==> config.mk <==
export PLATFORM = sky130hd
export DESIGN_NAME = decode_field_register
export DESIGN_NICKNAME = d
export VERILOG_FILES = /design/src/rtl/decode_field_register.sv
export SDC_FILE = /design/constraint.sdc
export NUM_CORES = 1
export LEC_CHECK = 0
export BUFFER_PORTS_ARGS = -buffer_cell sky130_fd_sc_hd__buf_2
export CORE_UTILIZATION = 50
export DETAILED_ROUTE_END_ITERATION = 6
export PLACE_DENSITY = 0.75
export RECOVER_POWER = 50
export REMOVE_ABC_BUFFERS = 1
export SYNTH_ARGS = -nofsm -noshare
export SYNTH_HDL_FRONTEND = slang
export SYNTH_SLANG_ARGS = --single-unit
==> constraint.sdc <==
create_clock -name Clock -period 4.8 [get_ports Clock]
set_clock_uncertainty 0.2 [all_clocks]
set_input_delay 0.72 -clock Clock [delete_from_list [all_inputs] [get_ports Clock]]
set_output_delay 0.72 -clock Clock [all_outputs]
set_load 0.05 [all_outputs]
==> src/rtl/decode_field_register.sv <==
//==============================================================================
// Module      : decode_field_register
// Description : Two-entry skid-buffered decode stage that splits RV32 words
//               into register/function fields and a raw 12-bit immediate.
// Revision    : 1.0 - initial release
//==============================================================================
`default_nettype none

module decode_field_register #(
    parameter int PC_WIDTH    = 32,
    parameter int INSTR_WIDTH = 32
) (
    input  logic                   Clock,
    input  logic                   Reset,
    input  logic                   Flush,
    input  logic                   In_Valid,
    output logic                   In_Ready,
    input  logic [INSTR_WIDTH-1:0] In_Instruction,
    input  logic [PC_WIDTH-1:0]    In_PC,
    output logic                   Out_Valid,
    input  logic                   Out_Ready,
    output logic [PC_WIDTH-1:0]    Out_PC,
    output logic [6:0]             Out_Opcode,
    output logic [4:0]             Out_Rd,
    output logic [2:0]             Out_Funct3,
    output logic [4:0]             Out_Rs1,
    output logic [4:0]             Out_Rs2,
    output logic [6:0]             Out_Funct7,
    output logic [11:0]            Out_Imm12,
    output logic [2:0]             Out_Format,
    output logic                   Out_Illegal
);

    typedef enum logic [1:0] {
        EMPTY = 2'd0,
        ONE   = 2'd1,
        TWO   = 2'd2
    } state_t;

    typedef struct packed {
        logic [6:0]  opcode;
        logic [4:0]  rd;
        logic [2:0]  funct3;
        logic [4:0]  rs1;
        logic [4:0]  rs2;
        logic [6:0]  funct7;
        logic [11:0] imm12;
        logic [2:0]  format;
        logic        illegal;
    } fields_t;

    function automatic fields_t decode(input logic [INSTR_WIDTH-1:0] instr);
        fields_t f;
        f         = '0;
        f.opcode  = instr[6:0];
        f.rd      = instr[11:7];
        f.funct3  = instr[14:12];
        f.rs1     = instr[19:15];
        f.rs2     = instr[24:20];
        f.funct7  = instr[31:25];
        f.format  = 3'd7;
        f.illegal = 1'b1;
        case (instr[6:0])
            7'b0000011, 7'b0010011, 7'b1100111: begin
                f.imm12   = instr[31:20];
                f.format  = 3'd1;
                f.illegal = 1'b0;
            end
            7'b0100011: begin
                f.imm12   = {instr[31:25], instr[11:7]};
                f.format  = 3'd2;
                f.illegal = 1'b0;
            end
            // Branch offset bits imm[12:1]; imm[0] is always zero and dropped.
            7'b1100011: begin
                f.imm12   = {instr[31], instr[7], instr[30:25], instr[11:8]};
                f.format  = 3'd3;
                f.illegal = 1'b0;
            end
            7'b0110011: begin
                f.format  = 3'd0;
                f.illegal = 1'b0;
            end
            default: ;
        endcase
        return f;
    endfunction

    state_t                   state;
    state_t                   next_state;
    logic                     ready_q;
    logic                     accept;
    logic                     pop;
    logic                     load_main_in;
    logic                     load_main_skid;
    logic                     load_skid;
    logic [PC_WIDTH-1:0]      main_pc;
    fields_t                  main_f;
    logic [INSTR_WIDTH-1:0]   skid_instr;
    logic [PC_WIDTH-1:0]      skid_pc;

    assign In_Ready  = ready_q;
    assign Out_Valid = (state != EMPTY);
    assign accept    = In_Valid && ready_q;
    assign pop       = Out_Valid && Out_Ready;

    always_comb begin
        next_state     = state;
        load_main_in   = 1'b0;
        load_main_skid = 1'b0;
        load_skid      = 1'b0;
        if (Flush) begin
            next_state = EMPTY;
        end else begin
            case (state)
                EMPTY: begin
                    if (accept) begin
                        next_state   = ONE;
                        load_main_in = 1'b1;
                    end
                end
                ONE: begin
                    if (accept && pop) begin
                        load_main_in = 1'b1;
                    end else if (accept) begin
                        next_state = TWO;
                        load_skid  = 1'b1;
                    end else if (pop) begin
                        next_state = EMPTY;
                    end
                end
                TWO: begin
                    if (pop) begin
                        next_state     = ONE;
                        load_main_skid = 1'b1;
                    end
                end
                default: next_state = EMPTY;
            endcase
        end
    end

    // Ready is registered from the next state so Out_Ready never reaches In_Ready combinationally.
    always_ff @(posedge Clock or posedge Reset) begin
        if (Reset) begin
            state      <= EMPTY;
            ready_q    <= 1'b0;
            main_pc    <= '0;
            main_f     <= '0;
            skid_instr <= '0;
            skid_pc    <= '0;
        end else begin
            state   <= next_state;
            ready_q <= (next_state != TWO);
            if (load_main_in) begin
                main_pc <= In_PC;
                main_f  <= decode(In_Instruction);
            end else if (load_main_skid) begin
                main_pc <= skid_pc;
                main_f  <= decode(skid_instr);
            end
            if (load_skid) begin
                skid_instr <= In_Instruction;
                skid_pc    <= In_PC;
            end
        end
    end

    assign Out_PC      = main_pc;
    assign Out_Opcode  = main_f.opcode;
    assign Out_Rd      = main_f.rd;
    assign Out_Funct3  = main_f.funct3;
    assign Out_Rs1     = main_f.rs1;
    assign Out_Rs2     = main_f.rs2;
    assign Out_Funct7  = main_f.funct7;
    assign Out_Imm12   = main_f.imm12;
    assign Out_Format  = main_f.format;
    assign Out_Illegal = main_f.illegal;

endmodule

`default_nettype wire

==> summary.md <==
| Metric | Value |
|---|---|
| DR vias | `5420` |
| Worst setup EP type | `asynchronous set/reset pin` |
| Layout cells sized above 1 | `0.283` |
| DIE AREA | `14600 µm²` |
| IO Count | `151` |
| CP peak stage delay | `1.70 ns` |
| Mapped cell area | `7070 µm²` |
| Largest fanout on the critical path | `70` |
| TritonCTS clock tree | `done` |
| Ys flop type | `dfrtp_1` |
| Fmax | `0.342 GHz` |
| Gpl congestion | `0.834` |
| Clock slew at reported path FFs | `0.06 ns` |
| Hold Slack | `0.269 ns` |
| Yosys cell types | `49` |
| Switching Fraction | `0.349` |
| Hpwl dp | `11.2 mm` |
| LEAKAGE | `4.14 nW` |
| Clk root buf | `clkbuf_16` |
| I/O Buffers | `150` |
| Core Util, Final | `0.598` |
| Antenna Cells | `0` |
| Tmin final | `2.93 ns` |
| Antenna violations before repair | `1` |
| Die Wd | `121 µm` |
| Clock buffer depth | `2` |
| Syn_area_per_cell | `10.9 µm²` |
| YS warnings | `0` |
| Setup TNS | `0 ns` |
| Initial core utilization | `0.512` |
| Sequential share of power | `0.423` |
| Post-CTS Resized | `0` |
| Crit Path Category | `in -> async` |
| Nets@finish | `850` |
| R2r endpoint | `Out_Rs1[3]` |
| Cts bufs inserted | `17` |
| CTS Hold Bufs | `0` |
| Worst min-delay path startpoint | `Out_PC[4]` |
| Worst-case reg-to-reg path depth | `5` |
| WP data arrival | `3.26 ns` |
| Drt total wl | `17.4 mm` |
| Slew HR | `-1.04` |
| Design Power | `0.00411 W` |
| EDFF count, synth | `0` |
| Final Hold Vio Count | `0` |
| Mapped Cells | `651` |
| Wire per inst | `17.8 µm` |
| Vias in the first global route | `5430` |
| Post-CTS Setup Repair Bufs | `0` |
| FP Rows | `43` |
| Asr flop ratio synth | `1.00` |
| Routed Antenna Nets | `0` |
| RSZ-0062 raised after global routing | `no` |
| Switching pwr | `0.00143 W` |
| Worst hold path type | `reg -> reg` |
| Comb pwr share | `0.266` |
| Buf+Inv Stages, Crit Path | `3` |
| Synth-to-Final Area Change | `17.0%` |
| Hold path depth | `2` |
| R2R Setup Slk | `2.17 ns` |
| Die height | `121 µm` |
| Clock power share | `0.311` |
| Crit-path cells | `buf_2, clkinvlp_2, buf_4` |
| Power density cells | `496 nW/µm²` |
| 1st-iter DRT viols | `376` |
| Worst IR Drop VDD | `0.285 mV` |
| Commonest non-fill, non-tap cells in the layout | `nand2_1 (175), dfrtp_1 (146), buf_2 (112), mux2_4 (48)` |
| Leading cell type in the layout, fill and taps excluded | `nand2_1` |
| Htree depth | `4` |
| TritonCTS Sinks | `146` |
| Failing checks | `max-capacitance violations, max-slew violations` |
| Number of iterations in the first detailed-routing pass | `5` |
| Largest net degree at the start of global routing | `74` |
| Delay-heaviest family, CP | `buffers and inverters` |
| Fin worst setup slack | `1.87 ns` |
| Reg2reg start | `state[1]` |
| Hold path endpoint | `Out_PC[4]` |
| Global-route wire length before repair | `28.5 mm` |
| Latest clock arrival within the worst-skew pair | `0.43 ns` |
| Startpoint Class | `primary input` |
| DRC Markers | `0` |
| Post-synthesis register bit count | `146` |
| GRT Residual Overflow | `0` |
| Slew Limit Fails | `71` |
| GRT Total Usage | `0.253` |
| P_int | `0.00267 W` |
| Worst slew pin tran | `3.04 ns` |
| DR vias/cell | `5.56` |
| Core area | `13800 µm²` |
| # setup viols final | `0` |
| Critical path's slowest cell | `clkinvlp_2` |
| Status | `finished with violations` |
| Worst path required time | `5.13 ns` |
| Dpl ws | `1.81 ns` |
| Seq/Total Area, Yosys | `0.517` |
| Final period utilization | `0.610` |
| Max_cap viols | `1` |
-- through the flow --
stage | cell area [µm²] | std cells
2_1_floorplan | 6720 | 604
3_3_place_gp | 7770 | 942
3_5_place_dp | 7770 | 942
4_1_cts | 8330 | 974
5_1_grt | 8280 | 974
6_report | 8280 | 974
-- worst min-delay path, delay by kind of cell, from the launching register on --
family	cells	cell delay (ns)
AND/OR/NAND/NOR	2	0.10
flip-flops	1	0.34
-- layout make-up --
class                   instances  area (µm²)
repair buffers                158         763
inverters                       3        12.5
clock inverters                10         109
well taps                     180         225
clock buffers                  22         454
flip-flops and latches        146        3650
fillers                      1162        5550
multi-input cells             455        3060
-- sequential cells by signal, summed over array words and instances (netlist names) --
register and flops:
state 2, Out_Rs2 5, Out_PC 32, skid_pc 32
In_Ready 1, Out_Imm12 12, Out_Rd 5, Out_Funct3 3
skid_instr 32, Out_Rs1 5, Out_Format 3, Out_Funct7 7
Out_Opcode 7
-- Yosys cell counts, types with 7 or more instances --
cell type,instances,share of area
a21oi_1,7,0.0050
a22oi_1,42,0.045
a31oi_1,14,0.012
and3_1,14,0.012
buf_2,10,0.0071
clkbuf_1,17,0.0090
dfrtp_1,146,0.52
mux2_2,20,0.032
mux2_4,48,0.10
mux2i_1,9,0.013
nand2_1,175,0.093
nand3_1,23,0.016
nand3b_1,14,0.015
nor2_1,7,0.0037
nor2b_1,15,0.013
o21ai_0,21,0.015
-- per-layer routing --
| metal | GRT usage | vias to the layer above | routed length (µm) |
|---|---|---|---|
| li1 | - | 2528 | - |
| met1 | 0.328 | 2660 | 7500 |
| met2 | 0.398 | 206 | 8150 |
| met3 | 0.0836 | 24 | 1430 |
| met4 | 0.0872 | 2 | 278 |
| met5 | 0 | - | 10 |
-- worst max-delay path by stage --
stage | from | end | slack, ns | cells after the start
6_report | Reset | Out_Rs1[3] | 1.87 | 3
3_3_place_gp | Out_Ready | skid_pc[6] | 1.90 | 5
4_1_cts | state[1] | Out_Rs1[3] | 2.18 | 5
5_1_grt | Reset | Out_Rs1[3] | 1.36 | 3
2_1_floorplan | Reset | In_Ready | -0.04 | 1
3_5_place_dp | Out_Ready | skid_pc[15] | 1.81 | 5
-- cell families (layout without fill, tap and decap cells) --
logic type	count (synthesis)	after routing	synth area share
AO/OA/AOI/OAI	108	108	0.106
multiplexers	77	77	0.146
XOR/XNOR	1	1	0.00124
buffers and inverters	50	193	0.0515
AND/OR/NAND/NOR	269	269	0.178
flip-flops	146	146	0.517
-- power by group through the flow --
stage	Clock [W]	Sequential, W	Combinational, W
floorplan	0	0.00207	0.000466
global placement	0	0.00173	0.00108
detailed placement	0	0.00174	0.00111
CTS	0.00129	0.00173	0.00111
global route	0.00135	0.00177	0.00117
finish	0.00128	0.00174	0.00109
(Power assumes the default switching activity.)
